## src/rtl/ysyx_041514_mem_access_ctrl_pkg.sv

```systemverilog
// Shared types and defaults for the MEM-stage dcache/fence.i access sequencer.
// Latency: n/a (declarations only).
// Backpressure: n/a.
package ysyx_041514_mem_access_ctrl_pkg;

  // Sequencer states. WAIT/HOLD handle loads/stores, FWAIT/FHOLD handle fence.i,
  // DRAIN/FDRAIN swallow a response whose requester was squashed.
  typedef enum logic [2:0] {
    ST_IDLE   = 3'd0,
    ST_WAIT   = 3'd1,
    ST_HOLD   = 3'd2,
    ST_FWAIT  = 3'd3,
    ST_FHOLD  = 3'd4,
    ST_DRAIN  = 3'd5,
    ST_FDRAIN = 3'd6
  } memctl_state_t;

  localparam int MEMCTL_TIMEOUT = 1024;

  // States in which the port owes us a response; the watchdog runs only here.
  function automatic logic is_waiting(memctl_state_t s);
    return (s == ST_WAIT) || (s == ST_FWAIT) || (s == ST_DRAIN) || (s == ST_FDRAIN);
  endfunction

endpackage

```

## src/rtl/ysyx_041514_mem_access_ctrl_if.sv

```systemverilog
// MEM-stage <-> access sequencer signal bundle.
// Latency: n/a (wires only).
// Backpressure: stall_i holds a captured response in the buffer; req_block_o gates new requests.
// master: MEM stage / dcache side (drives requests, ready pulses, stall/flush).
// slave : the sequencer (drives the rdata/fence.i buffers, req_block_o, timeout_o).
interface ysyx_041514_mem_access_ctrl_if;
  logic        mem_access_i;
  logic        mem_fencei_i;
  logic        mem_addr_valid_i;
  logic        mem_fencei_valid_i;
  logic        mem_data_ready_i;
  logic        mem_fencei_ready_i;
  logic [63:0] mem_data_i;
  logic        stall_i;
  logic        flush_i;
  logic        rdata_buff_valid_o;
  logic [63:0] rdata_buff_o;
  logic        mem_fencei_buff_valid_o;
  logic        mem_fencei_ready_buff_o;
  logic        req_block_o;
  logic        timeout_o;

  modport master (
    output mem_access_i, mem_fencei_i, mem_addr_valid_i, mem_fencei_valid_i,
           mem_data_ready_i, mem_fencei_ready_i, mem_data_i, stall_i, flush_i,
    input  rdata_buff_valid_o, rdata_buff_o, mem_fencei_buff_valid_o,
           mem_fencei_ready_buff_o, req_block_o, timeout_o
  );

  modport slave (
    input  mem_access_i, mem_fencei_i, mem_addr_valid_i, mem_fencei_valid_i,
           mem_data_ready_i, mem_fencei_ready_i, mem_data_i, stall_i, flush_i,
    output rdata_buff_valid_o, rdata_buff_o, mem_fencei_buff_valid_o,
           mem_fencei_ready_buff_o, req_block_o, timeout_o
  );
endinterface

```

## src/rtl/ysyx_041514_sat_counter.sv

```systemverilog
// Saturating up-counter with synchronous clear, shared by the cache-port watchdogs.
// Latency: cnt updates one cycle after inc/clr; cnt_nxt is the combinational next value.
// Backpressure: none; holds at all-ones instead of wrapping.
// Ports: clk, rst (sync, active high), inc, clr (clr wins), cnt, cnt_nxt.
module ysyx_041514_sat_counter #(
  parameter int CNT_W = 11
) (
  input  logic             clk,
  input  logic             rst,
  input  logic             inc,
  input  logic             clr,
  output logic [CNT_W-1:0] cnt,
  output logic [CNT_W-1:0] cnt_nxt
);

  always_comb begin
    cnt_nxt = cnt;
    if (clr) begin
      cnt_nxt = '0;
    end else if (inc && (cnt != '1)) begin
      cnt_nxt = cnt + 1'b1;
    end
  end

  always_ff @(posedge clk) begin
    if (rst) begin
      cnt <= '0;
    end else begin
      cnt <= cnt_nxt;
    end
  end

endmodule

```

## src/rtl/ysyx_041514_mem_access_ctrl.sv

```systemverilog
// MEM-stage dcache/fence.i sequencer: latches one-cycle responses while MEM is stalled, drains squashed accesses.
// Latency: buffer/req_block outputs are registered -- they change the cycle after the triggering input.
// Backpressure: stall_i keeps a captured response in HOLD/FHOLD; req_block_o stops new requests while draining.
// Ports: clk, rst (sync, active high), bus (slave modport: MEM request/ready/stall/flush in, buffers out).
module ysyx_041514_mem_access_ctrl
  import ysyx_041514_mem_access_ctrl_pkg::*;
#(
  parameter int TIMEOUT_CYCLES = MEMCTL_TIMEOUT,
  parameter int CNT_W          = 11
) (
  input logic                       clk,
  input logic                       rst,
  ysyx_041514_mem_access_ctrl_if.slave bus
);

  // Value the counter holds on the TIMEOUT_CYCLES-th consecutive waiting cycle.
  localparam logic [CNT_W-1:0] TO_LAST = CNT_W'(TIMEOUT_CYCLES - 1);

  memctl_state_t    state;
  memctl_state_t    state_nxt;
  logic             capture;
  logic [CNT_W-1:0] wd_cnt;
  logic [CNT_W-1:0] wd_cnt_nxt;

  ysyx_041514_sat_counter #(.CNT_W(CNT_W)) u_wd (
    .clk     (clk),
    .rst     (rst),
    .inc     (is_waiting(state)),
    .clr     (!is_waiting(state)),
    .cnt     (wd_cnt),
    .cnt_nxt (wd_cnt_nxt)
  );

  // Next state: flush beats a ready pulse, which beats a new request.
  always_comb begin
    state_nxt = state;
    capture   = 1'b0;
    case (state)
      ST_IDLE: begin
        // A flushed instruction's request is treated as never issued.
        if (!bus.flush_i) begin
          if (bus.mem_access_i && bus.mem_data_ready_i) begin
            // Same-cycle hit: only buffer it if MEM cannot consume it now.
            if (bus.stall_i) begin
              state_nxt = ST_HOLD;
              capture   = 1'b1;
            end
          end else if (bus.mem_addr_valid_i && !bus.mem_data_ready_i) begin
            state_nxt = ST_WAIT;
          end else if (bus.mem_fencei_i && bus.mem_fencei_ready_i) begin
            if (bus.stall_i) state_nxt = ST_FHOLD;
          end else if (bus.mem_fencei_valid_i && !bus.mem_fencei_ready_i) begin
            state_nxt = ST_FWAIT;
          end
        end
      end
      ST_WAIT: begin
        if (bus.flush_i) begin
          // Response arriving with the flush is simply dropped; otherwise it is still owed.
          state_nxt = bus.mem_data_ready_i ? ST_IDLE : ST_DRAIN;
        end else if (bus.mem_data_ready_i) begin
          if (bus.stall_i) begin
            state_nxt = ST_HOLD;
            capture   = 1'b1;
          end else begin
            state_nxt = ST_IDLE;
          end
        end
      end
      ST_HOLD: begin
        if (bus.flush_i || !bus.stall_i) state_nxt = ST_IDLE;
      end
      ST_FWAIT: begin
        if (bus.flush_i) begin
          state_nxt = bus.mem_fencei_ready_i ? ST_IDLE : ST_FDRAIN;
        end else if (bus.mem_fencei_ready_i) begin
          state_nxt = bus.stall_i ? ST_FHOLD : ST_IDLE;
        end
      end
      ST_FHOLD: begin
        if (bus.flush_i || !bus.stall_i) state_nxt = ST_IDLE;
      end
      ST_DRAIN: begin
        if (bus.mem_data_ready_i) state_nxt = ST_IDLE;
      end
      ST_FDRAIN: begin
        if (bus.mem_fencei_ready_i) state_nxt = ST_IDLE;
      end
      default: state_nxt = ST_IDLE;
    endcase
  end

  // State plus registered outputs, all decoded from the next state so they
  // line up with the state they describe.
  always_ff @(posedge clk) begin
    if (rst) begin
      state                       <= ST_IDLE;
      bus.rdata_buff_valid_o      <= 1'b0;
      bus.rdata_buff_o            <= '0;
      bus.mem_fencei_buff_valid_o <= 1'b0;
      bus.mem_fencei_ready_buff_o <= 1'b0;
      bus.req_block_o             <= 1'b0;
      bus.timeout_o               <= 1'b0;
    end else begin
      state                       <= state_nxt;
      bus.rdata_buff_valid_o      <= (state_nxt == ST_HOLD);
      bus.mem_fencei_buff_valid_o <= (state_nxt == ST_FHOLD);
      bus.mem_fencei_ready_buff_o <= (state_nxt == ST_FHOLD);
      bus.req_block_o             <= (state_nxt == ST_DRAIN) || (state_nxt == ST_FDRAIN);
      if (capture) begin
        bus.rdata_buff_o <= bus.mem_data_i;
      end
      // Sticky: only rst clears it, so a hang stays visible to debug.
      if ((TIMEOUT_CYCLES != 0) && is_waiting(state_nxt) && (wd_cnt_nxt == TO_LAST)) begin
        bus.timeout_o <= 1'b1;
      end
    end
  end

endmodule
```

## src/flat_wrapper.sv

```systemverilog
// flat-port wrapper written by rule: the top's interface ports become plain ports
module ysyx_041514_mem_access_ctrl_flat import ysyx_041514_mem_access_ctrl_pkg::*;
#(
  parameter int TIMEOUT_CYCLES = MEMCTL_TIMEOUT,
  parameter int CNT_W          = 11
)
  (clk, rst, bus_mem_access_i, bus_mem_fencei_i, bus_mem_addr_valid_i, bus_mem_fencei_valid_i, bus_mem_data_ready_i, bus_mem_fencei_ready_i, bus_mem_data_i, bus_stall_i, bus_flush_i, bus_rdata_buff_valid_o, bus_rdata_buff_o, bus_mem_fencei_buff_valid_o, bus_mem_fencei_ready_buff_o, bus_req_block_o, bus_timeout_o);
  ysyx_041514_mem_access_ctrl_if bus_i ();
  input logic clk;
  input logic rst;
  input wire logic [$bits(bus_i.mem_access_i)-1:0] bus_mem_access_i;
  input wire logic [$bits(bus_i.mem_fencei_i)-1:0] bus_mem_fencei_i;
  input wire logic [$bits(bus_i.mem_addr_valid_i)-1:0] bus_mem_addr_valid_i;
  input wire logic [$bits(bus_i.mem_fencei_valid_i)-1:0] bus_mem_fencei_valid_i;
  input wire logic [$bits(bus_i.mem_data_ready_i)-1:0] bus_mem_data_ready_i;
  input wire logic [$bits(bus_i.mem_fencei_ready_i)-1:0] bus_mem_fencei_ready_i;
  input wire logic [$bits(bus_i.mem_data_i)-1:0] bus_mem_data_i;
  input wire logic [$bits(bus_i.stall_i)-1:0] bus_stall_i;
  input wire logic [$bits(bus_i.flush_i)-1:0] bus_flush_i;
  output wire logic [$bits(bus_i.rdata_buff_valid_o)-1:0] bus_rdata_buff_valid_o;
  output wire logic [$bits(bus_i.rdata_buff_o)-1:0] bus_rdata_buff_o;
  output wire logic [$bits(bus_i.mem_fencei_buff_valid_o)-1:0] bus_mem_fencei_buff_valid_o;
  output wire logic [$bits(bus_i.mem_fencei_ready_buff_o)-1:0] bus_mem_fencei_ready_buff_o;
  output wire logic [$bits(bus_i.req_block_o)-1:0] bus_req_block_o;
  output wire logic [$bits(bus_i.timeout_o)-1:0] bus_timeout_o;
  assign bus_i.mem_access_i = bus_mem_access_i;
  assign bus_i.mem_fencei_i = bus_mem_fencei_i;
  assign bus_i.mem_addr_valid_i = bus_mem_addr_valid_i;
  assign bus_i.mem_fencei_valid_i = bus_mem_fencei_valid_i;
  assign bus_i.mem_data_ready_i = bus_mem_data_ready_i;
  assign bus_i.mem_fencei_ready_i = bus_mem_fencei_ready_i;
  assign bus_i.mem_data_i = bus_mem_data_i;
  assign bus_i.stall_i = bus_stall_i;
  assign bus_i.flush_i = bus_flush_i;
  assign bus_rdata_buff_valid_o = bus_i.rdata_buff_valid_o;
  assign bus_rdata_buff_o = bus_i.rdata_buff_o;
  assign bus_mem_fencei_buff_valid_o = bus_i.mem_fencei_buff_valid_o;
  assign bus_mem_fencei_ready_buff_o = bus_i.mem_fencei_ready_buff_o;
  assign bus_req_block_o = bus_i.req_block_o;
  assign bus_timeout_o = bus_i.timeout_o;
  ysyx_041514_mem_access_ctrl #(.TIMEOUT_CYCLES(TIMEOUT_CYCLES), .CNT_W(CNT_W)) u_core (.clk(clk), .rst(rst), .bus(bus_i));
endmodule
```

## config.mk

```make
export PLATFORM = sky130hd
export DESIGN_NAME = ysyx_041514_mem_access_ctrl_flat
export DESIGN_NICKNAME = d
export VERILOG_FILES = /design/src/rtl/ysyx_041514_mem_access_ctrl_pkg.sv /design/src/rtl/ysyx_041514_mem_access_ctrl_if.sv /design/src/rtl/ysyx_041514_sat_counter.sv /design/src/rtl/ysyx_041514_mem_access_ctrl.sv /design/src/flat_wrapper.sv
export SDC_FILE = /design/constraint.sdc
export NUM_CORES = 1
export LEC_CHECK = 0
export BUFFER_PORTS_ARGS = -buffer_cell sky130_fd_sc_hd__buf_2
export CORE_MARGIN = 2
export CORE_UTILIZATION = 25
export DETAILED_ROUTE_END_ITERATION = 8
export PLACE_DENSITY = 0.58
export SYNTH_ARGS = -nofsm -noshare
export SYNTH_HDL_FRONTEND = slang
export SYNTH_SLANG_ARGS = --single-unit
```

## constraint.sdc

```tcl
create_clock -name clk -period 4.45 [get_ports clk]
set_input_delay 0 -clock clk [delete_from_list [all_inputs] [get_ports clk]]
set_output_delay 0 -clock clk [all_outputs]
set_load 0.01 [all_outputs]
```

==> results by group <==
Run status
  – Outcome: finished clean

Global route
  – Gr busiest metal: met2
  – M3 GR Usage: 4.60%
  – Vias in the first global route: 3519
  – Met1 global-route usage: 16.4%
  – Largest net degree at the start of global routing: 67
  – Initial antenna violation count: 0
  – Remaining global-route overflow: 0
  – First-pass GRT wire length: 16500 um
  – Grt met2 use: 24.6%
  – Total track usage: 14.4%

Logic synthesis
  – Synthesized instance count: 418
  – Post-synth ARST share: 0%
  – Synth Flop Type: dfxtp_1
  – Sequential-to-total area share from yosys stat: 49.7%
  – Flops & latches, synth: 82
  – Number of synthesis warnings: 0
  – Synth area leaders: dfxtp_1, nand2_1, a21oi_1
  – Top-area cell type share of the netlist area: 49.7%
  – Syn Area/Cell: 7.91 sq um
  – EDFF count, synth: 0
  – Count leader, synth: nand2_1
  – Syn Nets: 493
  – Most frequent cells after synthesis: nand2_1, dfxtp_1, a21oi_1
  – Area of the mapped netlist: 0.00331 sq mm
  – Cell variety after synth: 49
  – Top cell type by total area after synthesis: dfxtp_1

Clocking
  – Root Driver: clkbuf_16
  – Clk sinks: 82
  – Total CTS buffers: 9
  – H-tree levels: 3
  – Post-CTS sizing: 0
  – Skew-Pair Late Insertion Delay: 0.34 ns
  – Clk slew on worst S/H paths: 0.06 ns
  – CTS tree: built
  – Maximum root-to-sink buffer count: 2

Placed design
  – Routability Congestion: 0.891
  – HPWL after DPL: 6350 um
  – Quantity of I/O buffers inserted on ports: 142

Setup path
  – CP Capture Type: flop
  – Critical Path Max Stage Delay: 0.49 ns
  – R2R depth: 7
  – CP required: 4.71 ns
  – Slowest cell on the critical path: or4b_1
  – Data arrival, critical path: 2.94 ns
  – WP depth: 7
  – Most frequent CP cell: a2111oi_0
  – Crit-path max FO: 10
  – Critical path class: reg2reg
  – CP Cell Sequence: ha_1, nand2_1, a2111oi_0, o311ai_1, a2111oi_0, or4b_1, o31ai_2
  – Worst path bufs/invs: 0
  – Setup crit start kind: flop
  – Top Family by Delay on Critical Path: compound AO/OA/AOI/OAI gates

Die
  – I/O pin total: 143
  – Die area: 0.0142 sq mm
  – Die W: 119 um
  – Row cnt: 42
  – Die Y: 119 um
  – Core area: 0.0131 sq mm
  – Initial Util: 25.3%

STA
  – Min Tclk post-route: 2.68 ns
  – Hold Fails Final Rpt: 0
  – Max_slew headroom: 43.4%
  – Final TNS setup: 0 ns
  – Tcrit/Tclk final: 60.2%
  – Unrepaired setup endpoints after global routing: false
  – Worst Skew: 0.00273 ns
  – Final Slew Violations: 0
  – Worst-Margin Slew: 0.843 ns
  – Fmax: 374 MHz
  – Setup-failing EPs final: 0

Finish
  – Layout cells sized above 1: 27.3%
  – Finished Core Util: 39.2%
  – # diodes: 0
  – Syn-to-layout area delta: 55.2%
  – Final net count: 686
  – Fillers: 1325

Power and ir drop
  – Pleak: 0.00216 uW
  – Power density cells: 337 mW/mm^2
  – VDD IR max: 0.232 mV

Min path
  – Worst hold path class: in2reg
  – Hold path cells: 4

Drt
  – Routed WL: 9880 um
  – Wirelength per Cell: 12.5 um
  – Via count: 3569
  – 1st-pass router iterations: 5
  – Antenna-violating nets left: 0
  – Iter 0 DRT Violations: 161
  – DRC errors left: 0
  – Via/cell ratio: 4.51

Run
  – Max Cap Viol: 0
-- registers in the layout (all words and copies together) (netlist names) --
| signal | cells |
|---|---|
| u_core.bus.rdata_buff_valid_o | 1 |
| u_core.u_wd.cnt | 11 |
| u_core.bus.mem_fencei_buff_valid_o | 1 |
| u_core.bus.rdata_buff_o | 64 |
| u_core.state | 3 |
| u_core.bus.req_block_o | 1 |
| u_core.bus.timeout_o | 1 |
-- final timing paths --
path                               from                    endpoint  slack, ns
max reg2reg          u_core.u_wd.cnt[0]        u_core.bus.timeout_o       1.77
min reg2reg  u_core.bus.rdata_buff_o[9]  u_core.bus.rdata_buff_o[9]       0.45
max                  u_core.u_wd.cnt[0]        u_core.bus.timeout_o       1.77
min                    bus_mem_fencei_i             u_core.state[2]       0.17
-- logic make-up (layout without fill, tap and decap cells) --
family | count (synthesis) | after routing | share of synthesized area, %
compound gates | 104 | 104 | 18.3
xor+xnor | 8 | 8 | 2.12
fa+ha+maj | 1 | 1 | 0.378
buf+inv | 32 | 230 | 3.97
flops | 82 | 82 | 49.7
simple gates | 191 | 191 | 25.5
-- tightest hold or removal path, delay by kind of cell --
family                 cells  cell delay [ns]
buffers and inverters      1             0.11
and+or+nand+nor            1             0.08
AOI/OAI and AO/OA          2             0.25
-- report_power, final --
part	switching, uW	leakage, uW	internal, uW
Clock	289	0.000162	502
Combinational	82.7	0.00133	92.9
Sequential	12.6	0.000663	751
-- layout make-up --
| cell class | instances | area, sq um | share of cell area (%) |
|---|---|---|---|
| clock buffer | 10 | 239 | 4.66 |
| multi-input combinational | 304 | 1550 | 30.2 |
| sequential | 82 | 1640 | 32.0 |
| clock inverter | 6 | 80.1 | 1.56 |
| timing repair buffer | 210 | 1380 | 27.0 |
| tap | 176 | 220 | 4.29 |
| inverter | 4 | 15.0 | 0.293 |
-- metrics by stage --
stage / cell area, sq um / hold WS, ns / total power, uW / worst slack [ns] / std cells
final: 5130 / 0.175 / 1730 / 1.77 / 792
after global routing: 5130 / 0.183 / 1810 / 1.43 / 792
after CTS: 5130 / 0.161 / 1760 / 1.79 / 792
after detailed placement: 4160 / 0.245 / 910 / 1.80 / 711
after global placement: 4160 / 0.240 / 907 / 1.82 / 711
after floorplan: 3310 / 0.0841 / 844 / 2.02 / 418
-- layout by cell type (no fill, tap or decap), drive strengths merged, types with 2 or more instances in the layout --
cell type,count
a2111oi,2
a211oi,2
a21oi,75
a31oi,6
and2,3
and4,2
buf,145
bufinv,2
clkbuf,10
clkinv,4
dfxtp,82
dlygate4sd3,65
inv,4
nand2,138
nand2b,3
nand3,5
nand4,3
nor2,16
nor2b,3
nor3,8
nor3b,2
o2111ai,2
o211ai,2
o21ai,3
o32a,2
xnor2,5
xor2,3
-- what timing repair did --
| action | 4_1_cts | 5_1_grt |
|---|---|---|
| hold buffers | 65 | 0 |
| setup buffers | 0 | 0 |
| endpoints found under the setup margin | 0 | 0 |
| endpoints found under the hold margin | 66 | 0 |
-- layer usage --
| layer | up-vias | part of all wire, % | wire, um |
|---|---|---|---|
| met2 | 107 | 50 | 4960 |
| met1 | 1643 | 42 | 4180 |
| met4 | 0 | 2.3 | 229 |
| li1 | 1802 | - | - |
| met3 | 17 | 5.2 | 514 |
| met5 | - | 0 | 0 |
Power figures use the tool's default switching activity.
